File: config.mk
export PLATFORM = sky130hd
export DESIGN_NAME = cache_controller
export DESIGN_NICKNAME = d
export VERILOG_FILES = /design/src/rtl/cache_controller.sv
export SDC_FILE = /design/constraint.sdc
export NUM_CORES = 1
export LEC_CHECK = 0
export ABC_AREA = 1
export BUFFER_PORTS_ARGS = -buffer_cell sky130_fd_sc_hd__buf_2
export CORE_MARGIN = 2
export CORE_UTILIZATION = 40
export CTS_BUF_LIST = sky130_fd_sc_hd__clkbuf_8
export DETAILED_ROUTE_END_ITERATION = 10
export GPL_TIMING_DRIVEN = 0
export PLACE_DENSITY = 0.81
export SKIP_LAST_GASP = 1
export SLEW_MARGIN = 20
export SYNTH_ARGS = -nofsm -noshare
export SYNTH_HDL_FRONTEND = slang
export SYNTH_SLANG_ARGS = --single-unit
File: constraint.sdc
create_clock -name clk -period 1.35 [get_ports clk]
set_input_delay 0.0675 -clock clk [delete_from_list [all_inputs] [get_ports clk]]
set_output_delay 0.0675 -clock clk [all_outputs]
set_load 0.01 [all_outputs]
File: src/rtl/cache_controller.sv
// cache_controller: miss handler arbitrating split I/D caches onto one line-wide memory port.
// Optional saturating miss counters are enabled by defining CACHE_CTRL_MISS_CNT_EN.
module cache_controller #(
    parameter int unsigned LINE_W  = 64,
    parameter int unsigned LADDR_W = 14
) (
    input  logic               clk,
    input  logic               rst_n,
    input  logic [15:0]        i_addr,
    input  logic               i_hit,
    output logic               i_rdy,
    output logic               i_fill_we,
    input  logic [15:0]        d_addr,
    input  logic               d_re,
    input  logic               d_we,
    input  logic               d_hit,
    input  logic               d_dirty,
    input  logic [10:0]        d_victim_tag,
    input  logic [LINE_W-1:0]  d_victim_line,
    output logic               d_rdy,
    output logic               d_fill_we,
    output logic [LADDR_W-1:0] m_addr,
    output logic               m_re,
    output logic               m_we,
    output logic [LINE_W-1:0]  m_wdata,
    input  logic [LINE_W-1:0]  m_rdata,
    input  logic               m_rdy
`ifdef CACHE_CTRL_MISS_CNT_EN
    ,
    output logic [15:0]        i_miss_cnt,
    output logic [15:0]        d_miss_cnt
`endif
);

    localparam int unsigned CNT_W = 16;

    typedef enum logic [1:0] {
        IDLE   = 2'd0,
        D_WB   = 2'd1,
        D_FILL = 2'd2,
        I_FILL = 2'd3
    } state_e;

    state_e               state_q, state_d;
    logic [LADDR_W-1:0]   m_addr_q, m_addr_d;
    logic [LADDR_W-1:0]   d_line_q, d_line_d;
    logic [LINE_W-1:0]    m_wdata_q, m_wdata_d;
    logic                 m_re_q, m_re_d;
    logic                 m_we_q, m_we_d;
    logic                 d_ok_c;
    logic                 d_miss_c;
    logic                 i_miss_c;

    // Fill data goes straight from memory into the cache arrays; low address bits select words there.
    logic unused_inputs;
    assign unused_inputs = ^{m_rdata, i_addr[1:0], d_addr[1:0]};

    always_ff @(posedge clk or negedge rst_n) begin
        if (!rst_n) begin
            state_q   <= IDLE;
            m_addr_q  <= '0;
            d_line_q  <= '0;
            m_wdata_q <= '0;
            m_re_q    <= 1'b0;
            m_we_q    <= 1'b0;
        end else begin
            state_q   <= state_d;
            m_addr_q  <= m_addr_d;
            d_line_q  <= d_line_d;
            m_wdata_q <= m_wdata_d;
            m_re_q    <= m_re_d;
            m_we_q    <= m_we_d;
        end
    end

    // Next state, latched memory request, and same-cycle ready/fill strobes.
    always_comb begin
        state_d   = state_q;
        m_addr_d  = m_addr_q;
        d_line_d  = d_line_q;
        m_wdata_d = m_wdata_q;
        m_re_d    = 1'b0;
        m_we_d    = 1'b0;
        i_rdy     = 1'b0;
        d_rdy     = 1'b0;
        i_fill_we = 1'b0;
        d_fill_we = 1'b0;
        d_miss_c  = 1'b0;
        i_miss_c  = 1'b0;
        d_ok_c    = ~(d_re | d_we) | d_hit;

        unique case (state_q)
            IDLE: begin
                d_rdy = rst_n & d_ok_c;
                i_rdy = rst_n & d_ok_c & i_hit;
                if (!d_ok_c) begin
                    d_miss_c = 1'b1;
                    d_line_d = LADDR_W'(d_addr[15:2]);
                    if (d_dirty) begin
                        state_d   = D_WB;
                        m_we_d    = 1'b1;
                        m_addr_d  = LADDR_W'({d_victim_tag, d_addr[4:2]});
                        m_wdata_d = d_victim_line;
                    end else begin
                        state_d  = D_FILL;
                        m_re_d   = 1'b1;
                        m_addr_d = LADDR_W'(d_addr[15:2]);
                    end
                end else if (!i_hit) begin
                    i_miss_c = 1'b1;
                    state_d  = I_FILL;
                    m_re_d   = 1'b1;
                    m_addr_d = LADDR_W'(i_addr[15:2]);
                end
            end
            D_WB: begin
                if (m_rdy) begin
                    state_d  = D_FILL;
                    m_re_d   = 1'b1;
                    m_addr_d = d_line_q;
                end else begin
                    m_we_d = 1'b1;
                end
            end
            D_FILL: begin
                if (m_rdy) begin
                    d_fill_we = 1'b1;
                    state_d   = IDLE;
                end else begin
                    m_re_d = 1'b1;
                end
            end
            I_FILL: begin
                if (m_rdy) begin
                    i_fill_we = 1'b1;
                    state_d   = IDLE;
                end else begin
                    m_re_d = 1'b1;
                end
            end
            default: state_d = IDLE;
        endcase
    end

    assign m_addr  = m_addr_q;
    assign m_wdata = m_wdata_q;
    assign m_re    = m_re_q;
    assign m_we    = m_we_q;

`ifdef CACHE_CTRL_MISS_CNT_EN
    logic [CNT_W-1:0] i_miss_cnt_q, i_miss_cnt_d;
    logic [CNT_W-1:0] d_miss_cnt_q, d_miss_cnt_d;

    // Saturating counters; a miss is counted on the cycle the FSM leaves IDLE for it.
    always_comb begin
        i_miss_cnt_d = i_miss_cnt_q;
        d_miss_cnt_d = d_miss_cnt_q;
        if (i_miss_c && (i_miss_cnt_q != {CNT_W{1'b1}})) begin
            i_miss_cnt_d = i_miss_cnt_q + CNT_W'(1);
        end
        if (d_miss_c && (d_miss_cnt_q != {CNT_W{1'b1}})) begin
            d_miss_cnt_d = d_miss_cnt_q + CNT_W'(1);
        end
    end

    always_ff @(posedge clk or negedge rst_n) begin
        if (!rst_n) begin
            i_miss_cnt_q <= '0;
            d_miss_cnt_q <= '0;
        end else begin
            i_miss_cnt_q <= i_miss_cnt_d;
            d_miss_cnt_q <= d_miss_cnt_d;
        end
    end

    assign i_miss_cnt = i_miss_cnt_q;
    assign d_miss_cnt = d_miss_cnt_q;
`else
    logic unused_miss;
    assign unused_miss = d_miss_c ^ i_miss_c ^ (CNT_W == 0);
`endif

endmodule

==> results.yml, run 1 <==
worst_setup_path:
  max_stage_delay_ps: 460
  cp_slowest_cell: "dfrtp_2"
  r2r-end: "m_addr[10]"
  cp.required_ps: 1280
  path_class: "flip-flop to primary output"
  r2r_cells: 10
  worstPathMaxFanout: 3
  endpoint_kind: "primary output"
  reg2reg_slack_ps: -140
  crit_path_start_kind: "flip-flop"
  arrival_ps: 1450
  crit_chain: "inv_8 > nand2_8 > nor2_4 > nand2_2 > buf_6 > nor2_4 > buf_6"
  r2r_start: "state_q[0]"
run_status:
  violations: "hold timing, setup timing"
  status: "complete, but fails checks"
logic_synthesis:
  postSynthAreaPerCell_sq_um: 8.005
  synth_enable_flop_cells: 0
  netlist_area_sq_um: 4347
  synth_area_leader_cell: "dfrtp_1"
  synth_common_cells: "nand2_1, dfrtp_1, inv_1"
  yosysWarningCount: 0
  synth.ff_latch_count: 96
  async_flop_share: 1.000
  synth_top_cell_area_share: 0.5527
  yosysSeqAreaShare: 0.5527
  synth_most_common_cell: "nand2_1"
  synth_ff_type: "dfrtp_1"
  netlist_instances: 543
  netlist_top_cells_area: "dfrtp_1, nand2_1, o21ai_0, inv_1, nor2_1"
  ys_types: 21
  syn_nets: 722
global_route:
  grt_pass1_wl_um: 21760
  gr-total-overflow: 0
  grt_usage: 0.2395
  antenna_found_initial: 0
  grt_max_degree: 65
  grt_pass1_vias: 4597
clocking:
  clock-sinks: 96
  clock_latency_ps: 370
  cts_max_level: 3
  clockRootBuffer: "clkbuf_8"
  cts_inserted_buffers: 9
  cts_buffer_depth: 2
  cts.clk_slew.worst_paths_ps: 90
  postCtsHoldBufs: 82
  cts_tree: "done"
sta:
  finalWorstSetupSlack_ps: -165.9
  tns_ps: -5957
  fin_worst_skew_ps: 12.37
  period_share: 1.123
  relSlewSlack: 0.6823
  worstMarginPinSlew_ps: 476.5
  post-route-min-period_ps: 1516
  slew_violations: 0
  rsz0062_at_grt: "yes"
  holdWs_ps: -169.5
  hold_viol: 63
  setup_viol: 79
  fmax_mhz: 659.7
die:
  core_sq_um: 10700
  io_pins: 263
  die_x_um: 108.2
  die-area_sq_um: 11720
  num_rows: 38
  dieHeight_um: 108.2
  start_util: 0.4063
layout:
  n_antenna_cell: 0
  fillers: 766
  final_area_sq_um: 7543
  num-nets-final: 1028
  drive_gt1_frac: 0.4391
  synthToLayoutAreaGrowth_pct: 73.55
place:
  hpwl_um: 8447
  place_ws_ps: -234.8
  globalplace.congestion: 0.8701
  placedInstanceArea_sq_um: 5527
  portBuffers: 194
pwr:
  vdd_ir_drop_max_v: 0.001222
  leakage_nw: 4.111
  power.density_nw_per_um2: 1836
  finalPower_w: 0.01385
detailed_routing:
  ant_nets: 0
  dr.pass1.iters: 5
  drc: 0
  wl_per_cell_um: 15.61
  totalWireLength_um: 15520
  drt-initial-drc-count: 279
  vias: 4805
  vias_per_cell: 4.834
run:
  cap_violations: 0
worst_hold_path:
  hp-class: "input pin to async pin"
placed cells by master (no fill, tap or decap), types with 3 or more instances in the layout:
cell type,netlist,layout
nand2_2,2,33
o21ai_2,0,33
dfrtp_1,96,95
buf_12,0,8
o21ai_1,15,35
buf_4,6,11
dlygate4sd3_1,0,78
inv_2,4,3
nand2_1,145,80
buf_6,5,9
o21ai_0,73,19
clkbuf_16,0,9
nand3_1,19,19
buf_2,9,196
clkbuf_8,0,9
buf_8,0,4
inv_1,90,91
nand2_4,1,33
clkinvlp_4,0,3
nor2_1,63,60
registers in the layout (all words and copies together) (netlist names):
register / flops
m_wdata: 64
d_line_q: 14
m_addr: 14
state_q: 2
m_re: 1
m_we: 1
worst max-delay path: cells and delay by family, from the launching register on:
kind / cells / cell delay, ps
buf+inv: 3 / 320
simple gates: 4 / 300
flops: 1 / 460
through the flow:
step / hold WS, ps / std cells / utilization
6_report: -169.5 / 994 / 0.7051
5_1_grt: -139.0 / 994 / 0.7051
3_5_place_dp: -23.76 / 878 / 0.5166
3_3_place_gp: 306.6 / 877 / 0.5135
4_1_cts: -155.3 / 982 / 0.6294
2_1_floorplan: -228.1 / 543 / -
routing by layer:
metal	part of all wire	GRT usage
met4	0.032	0.09982
met2	0.52	0.4218
met1	0.38	0.2873
met3	0.068	0.04521
met5	0	0
logic make-up (layout without fill, tap and decap cells):
group                  after synthesis  in the layout  share of synthesized area
flip-flops                          96             96                     0.5527
buffers and inverters              121            432                     0.1215
AND/OR/NAND/NOR                    234            234                     0.2144
AO/OA/AOI/OAI                       92             92                     0.1114
cell type report:
class / count / area [sq um] / area share
plain buffers: 25 / 271.5 / 0.03599
clock buffers: 9 / 123.9 / 0.01642
clock inverters: 7 / 73.82 / 0.009786
inverters: 95 / 371.6 / 0.04926
multi-input cells: 326 / 1948 / 0.2583
flip-flops and latches: 96 / 2404 / 0.3186
well taps: 140 / 175.2 / 0.02322
repair buffers: 296 / 2176 / 0.2884
repair_timing:
action | in CTS | in global routing
setup buffers | 6 | 3
resized for setup | 26 | 225
pin swaps | 1 | 0
cloned | 0 | 10
setup endpoints to repair | 95 | 97
endpoints found under the hold margin | 173 | 63
power breakdown:
group | total (W) | switching [W] | internal [W] | leakage, nW
Clock | 0.00191 | 0.00106 | 0.000856 | 0.0928
Combinational | 0.00661 | 0.00351 | 0.00310 | 2.84
Sequential | 0.00533 | 0.00111 | 0.00422 | 1.18
Total | 0.0138 | 0.00568 | 0.00817 | 4.11
worst max path at each step:
stage | start | to | slack [ps] | depth (start not counted)
final | state_q[0] | i_rdy | -170 | 7
after global routing | state_q[1] | m_addr[4] | -230 | 10
after CTS | state_q[0] | i_rdy | -170 | 8
after detailed placement | state_q[0] | m_wdata[21] | -230 | 9
after global placement | rst_n | d_rdy | -1160 | 4
after floorplan | state_q[0] | m_addr[10] | 9 | 10
Power figures use the tool's default switching activity.
==> run 2: changes to the inputs <==
ABC_AREA = unset   (was 1)
==> run 2 against run 1 <==
  * The flow still finishes with violations (hold timing, setup timing)
  * Critical path depth decreased by 1
  * Count of clock-buffer cells in the layout rose by 1
  * Setup slack got worse by 11 ps
  * Maximum frequency decreased by 0.71%
  * Combinational power decreased by 7.4%
  * Register-to-register slack got worse by 40 ps
  * Clock power fell by 3%
  * Clock skew up 1.4 ps
  * Area after synthesis shrank 2.3%
  * Flip-flop and latch count is the same
  * Cell area fell by 11%
  * Critical path type is now flip-flop to flip-flop
==> results.yml, run 2 <==
run_status:
  status: "complete, but fails checks"
  violations: "hold timing, setup timing"
sta:
  relSlewSlack: 0.6810
  setup_viol: 81
  fin_worst_skew_ps: 13.78
  holdWs_ps: -467.2
  tns_ps: -9831
  finalWorstSetupSlack_ps: -176.7
  fmax_mhz: 655.0
  post-route-min-period_ps: 1527
  worstMarginPinSlew_ps: 478.5
  period_share: 1.131
  rsz0062_at_grt: "yes"
  hold_viol: 96
  slew_violations: 0
logic_synthesis:
  synth_most_common_cell: "dfrtp_1"
  async_flop_share: 1.000
  synth_area_leader_cell: "dfrtp_1"
  netlist_area_sq_um: 4248
  synth.ff_latch_count: 96
  synth_common_cells: "dfrtp_1, mux2_4, nand2_1"
  ys_types: 26
  syn_nets: 477
  netlist_top_cells_area: "dfrtp_1, mux2_4, mux2_2, nand2_1, mux2i_1"
  synth_top_cell_area_share: 0.5655
  yosysWarningCount: 0
  synth_ff_type: "dfrtp_1"
  netlist_instances: 298
  yosysSeqAreaShare: 0.5655
  postSynthAreaPerCell_sq_um: 14.25
  synth_enable_flop_cells: 0
global_route:
  grt_pass1_vias: 3682
  grt_usage: 0.2099
  grt_max_degree: 78
  gr-total-overflow: 0
  antenna_found_initial: 0
  grt_pass1_wl_um: 18720
layout:
  finalNonFillerCells: 735
  synthToLayoutAreaGrowth_pct: 57.53
  largest_reg_flops: 64
  most-common-layout-cells: "buf_2, dfrtp_1, dlygate4sd3_1"
  num-nets-final: 773
  drive_gt1_frac: 0.5543
  final_common_cell: "buf_2"
  n_antenna_cell: 0
worst_setup_path:
  cpMostUsedCell: "buf_12"
  r2r_cells: 6
  cp.required_ps: 1590
  r2r-end: "m_wdata[37]"
  r2r_start: "state_q[0]"
  reg2reg_slack_ps: -180
  arrival_ps: 1760
  crit_path_start_kind: "flip-flop"
  cp_slowest_cell: "dfrtp_1"
  path_class: "flip-flop to flip-flop"
  crit_chain: "buf_6 > nor2_4 > nand3_4 > buf_12 > buf_12 > mux2_4"
  worstPathMaxFanout: 10
  endpoint_kind: "flip-flop"
  max_stage_delay_ps: 390
place:
  hpwl_um: 7524
  place_ws_ps: -264.8
  portBuffers: 193
  numPlacedInstances: 628
  globalplace.congestion: 0.8153
run:
  cap_violations: 0
clocking:
  cts_max_level: 3
  postCtsHoldBufs: 79
  cts_tree: "done"
  clockRootBuffer: "clkbuf_8"
  cts_inserted_buffers: 9
  cts_buffer_depth: 2
  cts.clk_slew.worst_paths_ps: 110
  clock_latency_ps: 360
  clock-sinks: 96
pwr:
  p_switching_w: 0.004549
  pwr-share-clk: 0.142
  power.density_nw_per_um2: 1958
  switching_share: 0.3473
  pwr-share-comb: 0.467
  power.internal_w: 0.008549
  leakage_nw: 3.415
  vdd_ir_drop_max_v: 0.0009495
  p_seq_frac: 0.391
detailed_routing:
  wl_per_cell_um: 16.32
  drc: 0
  dr.pass1.iters: 4
  drt-initial-drc-count: 163
  vias_per_cell: 4.737
  vias: 3482
  ant_nets: 0
  totalWireLength_um: 11990
die:
  core_sq_um: 10320
  die_x_um: 107.1
  die-area_sq_um: 11460
  start_util: 0.4115
  dieHeight_um: 107.1
  io_pins: 263
  num_rows: 37
worst_hold_path:
  hp-class: "input pin to async pin"
-- run 2: cell count changes in the layout (fill, tap and decap cells not counted), sizes merged, moves of 11 or more --
| cell | before | now |
|---|---|---|
| nor2 | 63 | 14 |
| inv | 96 | 8 |
| mux2i | 0 | 11 |
| o21ai | 89 | 5 |
| o211ai | 0 | 11 |
| a31oi | 0 | 11 |
| nand3 | 20 | 1 |
| nand2 | 148 | 30 |
| mux2 | 0 | 78 |
-- run 2: worst max-delay path by stage --
stage	start	end	slack [ps]	cells after the start
after floorplan	state_q[0]	m_addr[13]	-30	5
after global placement	rst_n	i_rdy	-990	4
after detailed placement	state_q[0]	m_addr[3]	-260	6
after CTS	state_q[0]	i_rdy	-180	5
after global routing	state_q[0]	i_rdy	-250	5
final	state_q[0]	m_wdata[37]	-180	6
-- run 2: worst max-delay path, delay by kind of cell (launching register included) --
kind                   cells  cell delay [ps]
muxes                      1              300
buffers and inverters      3              450
and+or+nand+nor            2              260
DFF                        1              390
-- run 2: power groups by stage --
stage          combinational (W)  clock [W]  sequential [W]
6_report                 0.00612    0.00186         0.00512
3_5_place_dp             0.00533          0         0.00511
5_1_grt                  0.00658    0.00204         0.00528
2_1_floorplan            0.00273          0         0.00562
3_3_place_gp             0.00519          0         0.00501
4_1_cts                  0.00583    0.00193         0.00508
-- run 2: logic make-up (layout without fill, tap and decap cells) --
logic type	after synthesis	after routing	share of synthesized area
simple gates	53	53	0.05479
flops	96	96	0.5655
buf+inv	22	323	0.03652
mux	89	89	0.2760
compound gates	38	38	0.06716
-- run 2: metrics by stage --
step           utilization  area, sq um  hold slack, ps  total power, W
2_1_floorplan            -         4278          -228.1        0.008349
4_1_cts             0.6364         6570          -479.7         0.01283
3_3_place_gp        0.5244         5414           299.6         0.01019
3_5_place_dp        0.5277         5448          -67.70         0.01043
5_1_grt             0.6482         6691          -476.6         0.01390
6_report            0.6482         6691          -467.2         0.01310
-- run 2: timing repair --
| action | in CTS | in global routing |
|---|---|---|
| gates resized for setup | 26 | 15 |
| pin swaps | 3 | 1 |
| buffers inserted | 6 | 5 |
| endpoints found under the hold margin | 176 | 96 |
| gates cloned | 0 | 2 |
| setup endpoints to repair | 90 | 92 |
-- run 2: layout make-up --
type / count / area (sq um)
plain buffers: 17 / 217.7
flip-flops and latches: 96 / 2404
well taps: 136 / 170.2
clock buffers: 10 / 137.6
fillers: 751 / 3632
inverters: 4 / 15.01
multi-input cells: 180 / 1742
clock inverters: 6 / 57.56
repair buffers: 286 / 1948
-- run 2: per-layer routing --
| layer | wire length (um) | vias to the layer above | track usage |
|---|---|---|---|
| met5 | 0 | - | 0 |
| met4 | 242 | 0 | 0.07143 |
| met3 | 704 | 25 | 0.04559 |
| met2 | 6306 | 145 | 0.3743 |
| met1 | 4740 | 1671 | 0.2492 |
| li1 | - | 1641 | - |
